===== config.mk =====
export PLATFORM = sky130hd
export DESIGN_NAME = frame_axis_bridge
export DESIGN_NICKNAME = d
export VERILOG_FILES = /design/src/rtl/frame_axis_bridge.sv
export SDC_FILE = /design/constraint.sdc
export NUM_CORES = 1
export LEC_CHECK = 0
export CELL_PAD_IN_SITES_DETAIL_PLACEMENT = 1
export CELL_PAD_IN_SITES_GLOBAL_PLACEMENT = 1
export CORE_MARGIN = 3
export CORE_UTILIZATION = 33
export CTS_CLUSTER_SIZE = 40
export DETAILED_ROUTE_END_ITERATION = 7
export PLACE_DENSITY = 0.65
export SLEW_MARGIN = 20
export SYNTH_ARGS = -nofsm -noshare
export SYNTH_HDL_FRONTEND = slang
export SYNTH_SLANG_ARGS = --single-unit

===== constraint.sdc =====
create_clock -name clk -period 5 [get_ports clk]
set_clock_uncertainty 0.05 [all_clocks]
set_input_delay 1 -clock clk [delete_from_list [all_inputs] [get_ports clk]]
set_output_delay 1 -clock clk [all_outputs]
set_load 0.03 [all_outputs]

===== src/rtl/frame_axis_bridge.sv =====
// frame_axis_bridge: buffers frame-readout samples into an AXI-Stream with tlast per frame,
// truncating frames cleanly on FIFO overflow or address discontinuity.
module frame_axis_bridge #(
   parameter int DATA_SIZE   = 12,
   parameter int LENGTH      = 32768,
   parameter int LENGTH_SIZE = 15,
   parameter int FIFO_DEPTH  = 64
) (
   input  logic                            clk,
   input  logic                            rst,
   input  logic                            enable,
   input  logic                            clr_stat,
   input  logic [DATA_SIZE-1:0]            FramData,
   input  logic [LENGTH_SIZE-1:0]          FramAdd,
   input  logic                            FramEn,
   output logic [31:0]                     m_axis_tdata,
   output logic [3:0]                      m_axis_tkeep,
   output logic                            m_axis_tlast,
   output logic                            m_axis_tvalid,
   input  logic                            m_axis_tready,
   output logic [15:0]                     frame_cnt,
   output logic [15:0]                     drop_cnt,
   output logic                            seq_err,
   output logic [$clog2(FIFO_DEPTH):0]     fifo_level,
   output logic                            busy
);
   localparam int AW = $clog2(FIFO_DEPTH);
   localparam logic [LENGTH_SIZE-1:0] LAST = LENGTH_SIZE'(LENGTH - 1);

   typedef enum logic [1:0] {IDLE, RUN, DROP} state_t;

   state_t                 state;
   logic [DATA_SIZE-1:0]   data_mem [FIFO_DEPTH];
   logic [FIFO_DEPTH-1:0]  last_mem;
   logic [AW-1:0]          wr_ptr, rd_ptr;
   logic [AW:0]            count;
   logic [LENGTH_SIZE-1:0] expected;
   logic                   empty, full, pop, can_push, is_last, in_seq, push, drop, trunc;

   assign empty    = count == '0;
   assign full     = count == (AW+1)'(FIFO_DEPTH);
   assign pop      = !empty && m_axis_tready;
   assign can_push = !full || pop;
   assign is_last  = FramAdd == LAST;
   assign in_seq   = FramAdd == expected;
   assign push     = FramEn && can_push &&
                     (state == IDLE ? enable && FramAdd == '0 : state == RUN && in_seq);
   assign drop     = FramEn && !push;
   // A refused in-frame sample closes the frame on the newest resident entry.
   assign trunc    = FramEn && state == RUN && !push && !empty;

   assign m_axis_tdata  = 32'(data_mem[rd_ptr]);
   assign m_axis_tlast  = last_mem[rd_ptr];
   assign m_axis_tvalid = !empty;
   assign m_axis_tkeep  = 4'hF;
   assign fifo_level    = count;
   assign busy          = state != IDLE || !empty;

   always_ff @(posedge clk)
      if (push) data_mem[wr_ptr] <= FramData;

   always_ff @(posedge clk) begin
      if (rst) begin
         state     <= IDLE;
         expected  <= '0;
         last_mem  <= '0;
         wr_ptr    <= '0;
         rd_ptr    <= '0;
         count     <= '0;
         frame_cnt <= '0;
         drop_cnt  <= '0;
         seq_err   <= 1'b0;
      end else begin
         if (push) begin
            state    <= is_last ? IDLE : RUN;
            expected <= FramAdd + LENGTH_SIZE'(1);
         end else if (state == RUN && FramEn)
            state <= in_seq ? DROP : IDLE;
         else if (state == DROP && FramEn && is_last)
            state <= IDLE;
         if (push) begin
            last_mem[wr_ptr] <= is_last;
            wr_ptr           <= wr_ptr + AW'(1);
         end
         if (trunc) last_mem[wr_ptr - AW'(1)] <= 1'b1;
         if (pop) rd_ptr <= rd_ptr + AW'(1);
         count     <= count + (AW+1)'(push) - (AW+1)'(pop);
         frame_cnt <= clr_stat ? 16'h0 : frame_cnt + 16'(pop && m_axis_tlast);
         drop_cnt  <= clr_stat ? 16'h0 : drop_cnt + 16'(drop && drop_cnt != 16'hFFFF);
         seq_err   <= clr_stat ? 1'b0 : seq_err | (state == RUN && FramEn && !in_seq);
      end
   end
endmodule


Yosys cells after proc, flatten, opt, wreduce, memory -nomap -nowiden
Memories as Yosys holds them, arrays and structs flattened. A register that Yosys moved wholly into a read port is not among the register bits.
Cells that the tools add are included.
Widths: inputs -> output; s select.
{"block": "op_classes", "addsub": 8, "order_cmp": 5, "n_eq_ne": 6, "n_mux": 20, "bitwise": 2, "n_reduce_logical": 28}
{"operator": "$mux 64", "n": 3}
{"operator": "$bwmux 64", "n": 1}
{"operator": "$or 64x64->64", "n": 1}
{"operator": "$add 16x1->16", "n": 2}
{"operator": "$lt 6x7->1 const B", "n": 3}
{"operator": "$logic_and 1x1->1", "n": 16}
{"operator": "$ne 16x16->1 const B", "n": 1}
{"operator": "$add 15x1->15 const B", "n": 1}
{"operator": "$eq 15x15->1", "n": 1}
{"operator": "$eq 15x15->1 const B", "n": 1}
{"operator": "$logic_not 15->1", "n": 1}
{"operator": "$add 6x1->6 const B", "n": 2}
{"operator": "$demux 1 s6", "n": 2}
{"operator": "$ge 6x1->1 const B", "n": 2}
{"operator": "$mux 6", "n": 2}
{"operator": "$mux 2", "n": 4}
{"operator": "$add 7x1->7", "n": 1}
{"operator": "$eq 7x7->1 const B", "n": 1}
{"operator": "$logic_not 7->1", "n": 1}
{"operator": "$mux 1", "n": 7}
{"operator": "$sub 7x1->7", "n": 1}
{"operator": "$bmux 1 s6", "n": 1}
{"operator": "$sub 6x1->6 const B", "n": 1}
{"operator": "$logic_not 1->1", "n": 4}
{"operator": "8 further kinds", "n": 9}
{"block": "totals", "ff_bits": 133, "ramBits": 768, "input_bits": 33, "n_memories": 1}
{"name": "data_mem", "depth": 64, "word_bits": 12, "read_ports": 1, "rd_ports_with_merged_regs": 1, "write_ports": 1, "line_no": "33", "text": "logic [DATA_SIZE-1:0] data_mem [FIFO_DEPTH];"}

Depth between registers and ports, before layout
{"block": "logic_depth", "depth_word": 10, "ltp_mapped": 18, "ltp_nobuf": 16}

Least setup slack after synthesis
No wires, ideal clock.
{"block": "synth_timing", "path_type": "input -> register", "from": "in FramAdd[4]", "to": "reg count[6] (netlist: fifo_level[6])", "setup_time_ns": 0.132, "t_arrival_ns": 4.051, "required_time_ns": 4.818, "setup_slack_ns": 0.767, "stages": 18, "cell_sequence": "buf_2 > xor2_1 > nor4_1 > and4_1 > o21ai_1 > buf_2 > buf_2 > ha_1 > inv_1 > ha_1 > inv_1 > fa_1 > nand2b_1 > a21oi_1 > o21ai_0 > a21oi_1 > or3_1 > a21oi_1"}
{"block": "synth_between", "elab_chain_cells": 6, "elab_cells_between_ends": 8, "cone_classes": "add/sub (2); eq/ne (1); mux (1); reduce/logical (4)"}
{"element": "start: declaration", "line_no": "14", "text": "input logic [LENGTH_SIZE-1:0] FramAdd,"}
{"element": "$eq 15x15->1 or $logic_not 15->1 (tied branches)", "line_no": "45, 47"}
{"element": "$logic_and 1x1->1", "line_no": "47", "text": "(state == IDLE ? enable && FramAdd == '0 : state == RUN && in_seq);"}
{"element": "$mux 1 (*)", "line_no": "47"}
{"element": "$logic_and 1x1->1 (*)", "line_no": "46", "text": "assign push = FramEn && can_push &&"}
{"element": "$add 7x1->7 (*)", "line_no": "87", "text": "count <= count + (AW+1)'(push) - (AW+1)'(pop);"}
{"element": "$sub 7x1->7 (*)", "line_no": "87"}
{"element": "end signal: assignment", "line_no": "87"}
{"element": "end: declaration", "line_no": "36", "text": "logic [AW:0] count;"}
Mark *: on every way between the ends. The rest lies on a longest branch, timed or not.
A chain may end at the register's enable or synchronous reset.

==> impl_metrics.py <==
metrics = {
    "sta": {
        "worst_pin_slew_ns": 1.070,
        "final-setup-viol-count": 0,
        "relSlewSlack_pct": 28.64,
        "fmax_mhz": 206.7,
        "min_period_ns": 4.838,
        "finalMaxSlewViolations": 0,
        "period_share_pct": 96.76,
        "worst_slack_ns": 0.1618,
        "hold_viol_final": 0,
        "rsz0062_at_grt": "yes",
    },
    "grt": {
        "grt_pass1_vias": 22020,
        "grt_pass1_wl_um": 146400,
        "overflow": 0,
        "grt_max_degree": 91,
        "antenna_found_initial": 2,
        "track_usage_pct": 16.52,
    },
    "place": {
        "pre_cts_slack_ns": 0.4012,
        "routabilityCongestion": 0.8417,
        "io_buffers": 87,
        "dp.cells": 3668,
        "hpwlAfterDp_um": 61000,
    },
    "die": {
        "start_util_pct": 33.36,
        "die_h_um": 343.7,
        "coreArea_mm2": 0.1128,
        "die-area_mm2": 0.1181,
        "io_pins": 112,
        "num_rows": 123,
        "die_w_um": 343.7,
    },
    "hold_path": {
        "min_path_cells": 2,
        "holdCritPathClass": "flop to flop",
    },
    "detailed_routing": {
        "final_antenna_net_count": 0,
        "drc": 0,
        "wl_per_cell_um": 25.35,
        "vias_per_cell": 5.339,
        "drt_iter0_markers": 1804,
        "routed_wl_um": 97540,
        "vias": 20550,
        "drt_pass1_iterations": 7,
    },
    "clock_tree": {
        "worstSkewPairLatency_ns": 0.66,
        "cts_tree": "yes",
        "cts.sinks": 907,
        "path_clk_slew_ns": 0.06,
        "ctsHtreeMaxLevel": 3,
        "clock-root-buffer": "clkbuf_16",
        "cts_buffer_depth": 3,
        "cts_buffers": 95,
    },
    "synth": {
        "synth_most_common_cell": "edfxtp_1",
        "synth_warnings": 0,
        "syn_area_per_cell_um2": 17.59,
        "async_reset_ff_share_pct": 0,
        "ys_types": 62,
        "synth_edf_count": 768,
        "synth_cells": 2140,
        "synthDominantCellAreaShare_pct": 61.27,
        "synth_area_leader_cell": "edfxtp_1",
        "synth_area_mm2": 0.03764,
        "ys.flop_type": "edfxtp_1",
        "synth_seq_area_share_pct": 68.67,
        "yosys-top-cells-area": "edfxtp_1 (61%), mux4_2 (16%), dfxtp_1 (7.4%), clkbuf_1 (1.0%), nor2b_1 (0.96%)",
        "ys_seq_elements": 907,
        "netlist_top_cells_count": "edfxtp_1 (768), mux4_2 (260), dfxtp_1 (139), clkbuf_1 (102), nor2_1 (93)",
    },
    "worst_setup_path": {
        "critPathKind": "flop to output port",
        "cp.arrival_ns": 3.79,
        "critical_path_peak_fanout": 30,
        "r2r_cells": 11,
        "cp_data_required_time_ns": 3.95,
        "crit_path_end_kind": "output port",
        "start_kind": "flop",
    },
    "cells_and_area": {
        "drive_above_1_share_pct": 23.48,
        "nets": 2320,
        "postLayoutCoreUtil_pct": 38.71,
        "stdcell_count": 3848,
        "fillers": 11110,
        "syn_to_final_growth_pct": 16.02,
    },
    "outcome": {
        "status": "finished, final reports clean",
    },
    "pwr": {
        "power_mw": 17.98,
        "p_leak_nw": 13.54,
        "ir_worst_vdd_mv": 0.2904,
        "power_density_mw_per_mm2": 411.8,
    },
    "job": {
        "maxCapViolCount": 0,
    },
}
==> cells by family (layout without fill, tap and decap cells) <==
logic type / after synthesis / count (layout) / share of synthesized area, %
xor+xnor: 57 / 57 / 1.326
mux: 287 / 287 / 16.28
fa+ha+maj: 19 / 19 / 0.6516
flops: 907 / 907 / 68.67
simple gates: 428 / 428 / 6.137
compound gates: 229 / 229 / 4.298
buf+inv: 211 / 396 / 2.623
other cells: 2 / 25 / 0.01995
==> through the flow <==
step | hold slack [ns] | area [µm²] | setup TNS [ns]
global route | 0.4492 | 43670 | -0.007497
CTS | 0.4259 | 43580 | 0
global placement | 0.4156 | 40450 | 0
finish | 0.4200 | 43670 | 0
floorplan | 0.3934 | 37720 | 0
detailed placement | 0.4179 | 40450 | 0
==> registers in the layout, summed over array words and instances (netlist names), named ones only <==
name        cells
fifo_level      7
data_mem      768
drop_cnt       16
state           2
seq_err         1
rd_ptr          6
expected       15
last_mem       64
frame_cnt      16
wr_ptr          6
==> layout make-up <==
| type | instances | area (µm²) | area share [%] |
|---|---|---|---|
| Antenna cell | 1 | 2.502 | 0.005730 |
| Clock buffer | 118 | 2579 | 5.905 |
| Clock inverter | 58 | 508.0 | 1.163 |
| Inverter | 34 | 127.6 | 0.2923 |
| Multi-Input combinational cell | 1044 | 10990 | 25.17 |
| Sequential cell | 907 | 25860 | 59.22 |
| Tap cell | 1500 | 1877 | 4.298 |
| Timing Repair Buffer | 186 | 1723 | 3.945 |
==> repair_timing <==
action	in CTS	in global routing
setup endpoints to repair	8	9
cloned	1	0
buffers inserted	0	1
pin swaps	0	0
hold buffers	0	0
resized for setup	3	9
==> final timing paths <==
check	from	endpoint	slack, ns
worst min register to register	expected[4]	expected[4]	0.42
worst max-delay path	flop	m_axis_tdata[6]	0.16
worst max register to register	rd_ptr[0]	frame_cnt[13]	0.96
worst min-delay path	expected[4]	expected[4]	0.42
==> layout by cell type (no fill, tap or decap), types with 14 or more instances in the layout <==
cell type	synthesis	routed
edfxtp_1	768	768
mux4_2	260	260
dfxtp_1	139	134
buf_4	25	103
clkbuf_16	0	99
nor2_1	93	93
nand2_1	80	80
clkdlybuf4s50_1	0	63
nor2b_1	58	58
xor2_1	40	40
a21oi_1	41	40
inv_1	34	34
or4_1	34	34
o221ai_1	32	32
o41ai_1	31	31
o21ai_0	30	29
nand3_1	28	28
mux2i_1	27	27
or3_1	27	27
clkinv_2	0	27
a22oi_1	27	26
conb_1	2	24
nor3_1	23	23
ha_1	18	18
xnor2_1	17	17
clkbuf_1	102	16
o21ai_1	16	15
o22ai_1	15	15
clkinv_1	0	15
nand4_1	14	14
==> power breakdown <==
part / internal, mW / switching [mW] / leakage [nW]
registers: 8.23 / 0.105 / 8.02
logic: 1.30 / 1.34 / 3.99
clock network: 4.07 / 2.94 / 1.53
==> per-layer routing <==
metal	track usage (%)	share of wire, %	vias to the layer above
met4	5.034	2.7	2
met3	2.811	6.2	159
met1	22.87	43	10850
met5	0	0.013	-
met2	26.72	48	686
li1	-	-	8852
==> worst max-delay path, cell delays in order (launching register included) <==
cell and delay (ns):
dfxtp_4 0.51, buf_12 0.30, mux4_2 0.58, mux4_2 0.53, a22oi_1 0.38, nand2_1 0.19, clkdlybuf4s50_1 0.64
(Power assumes the default switching activity.)
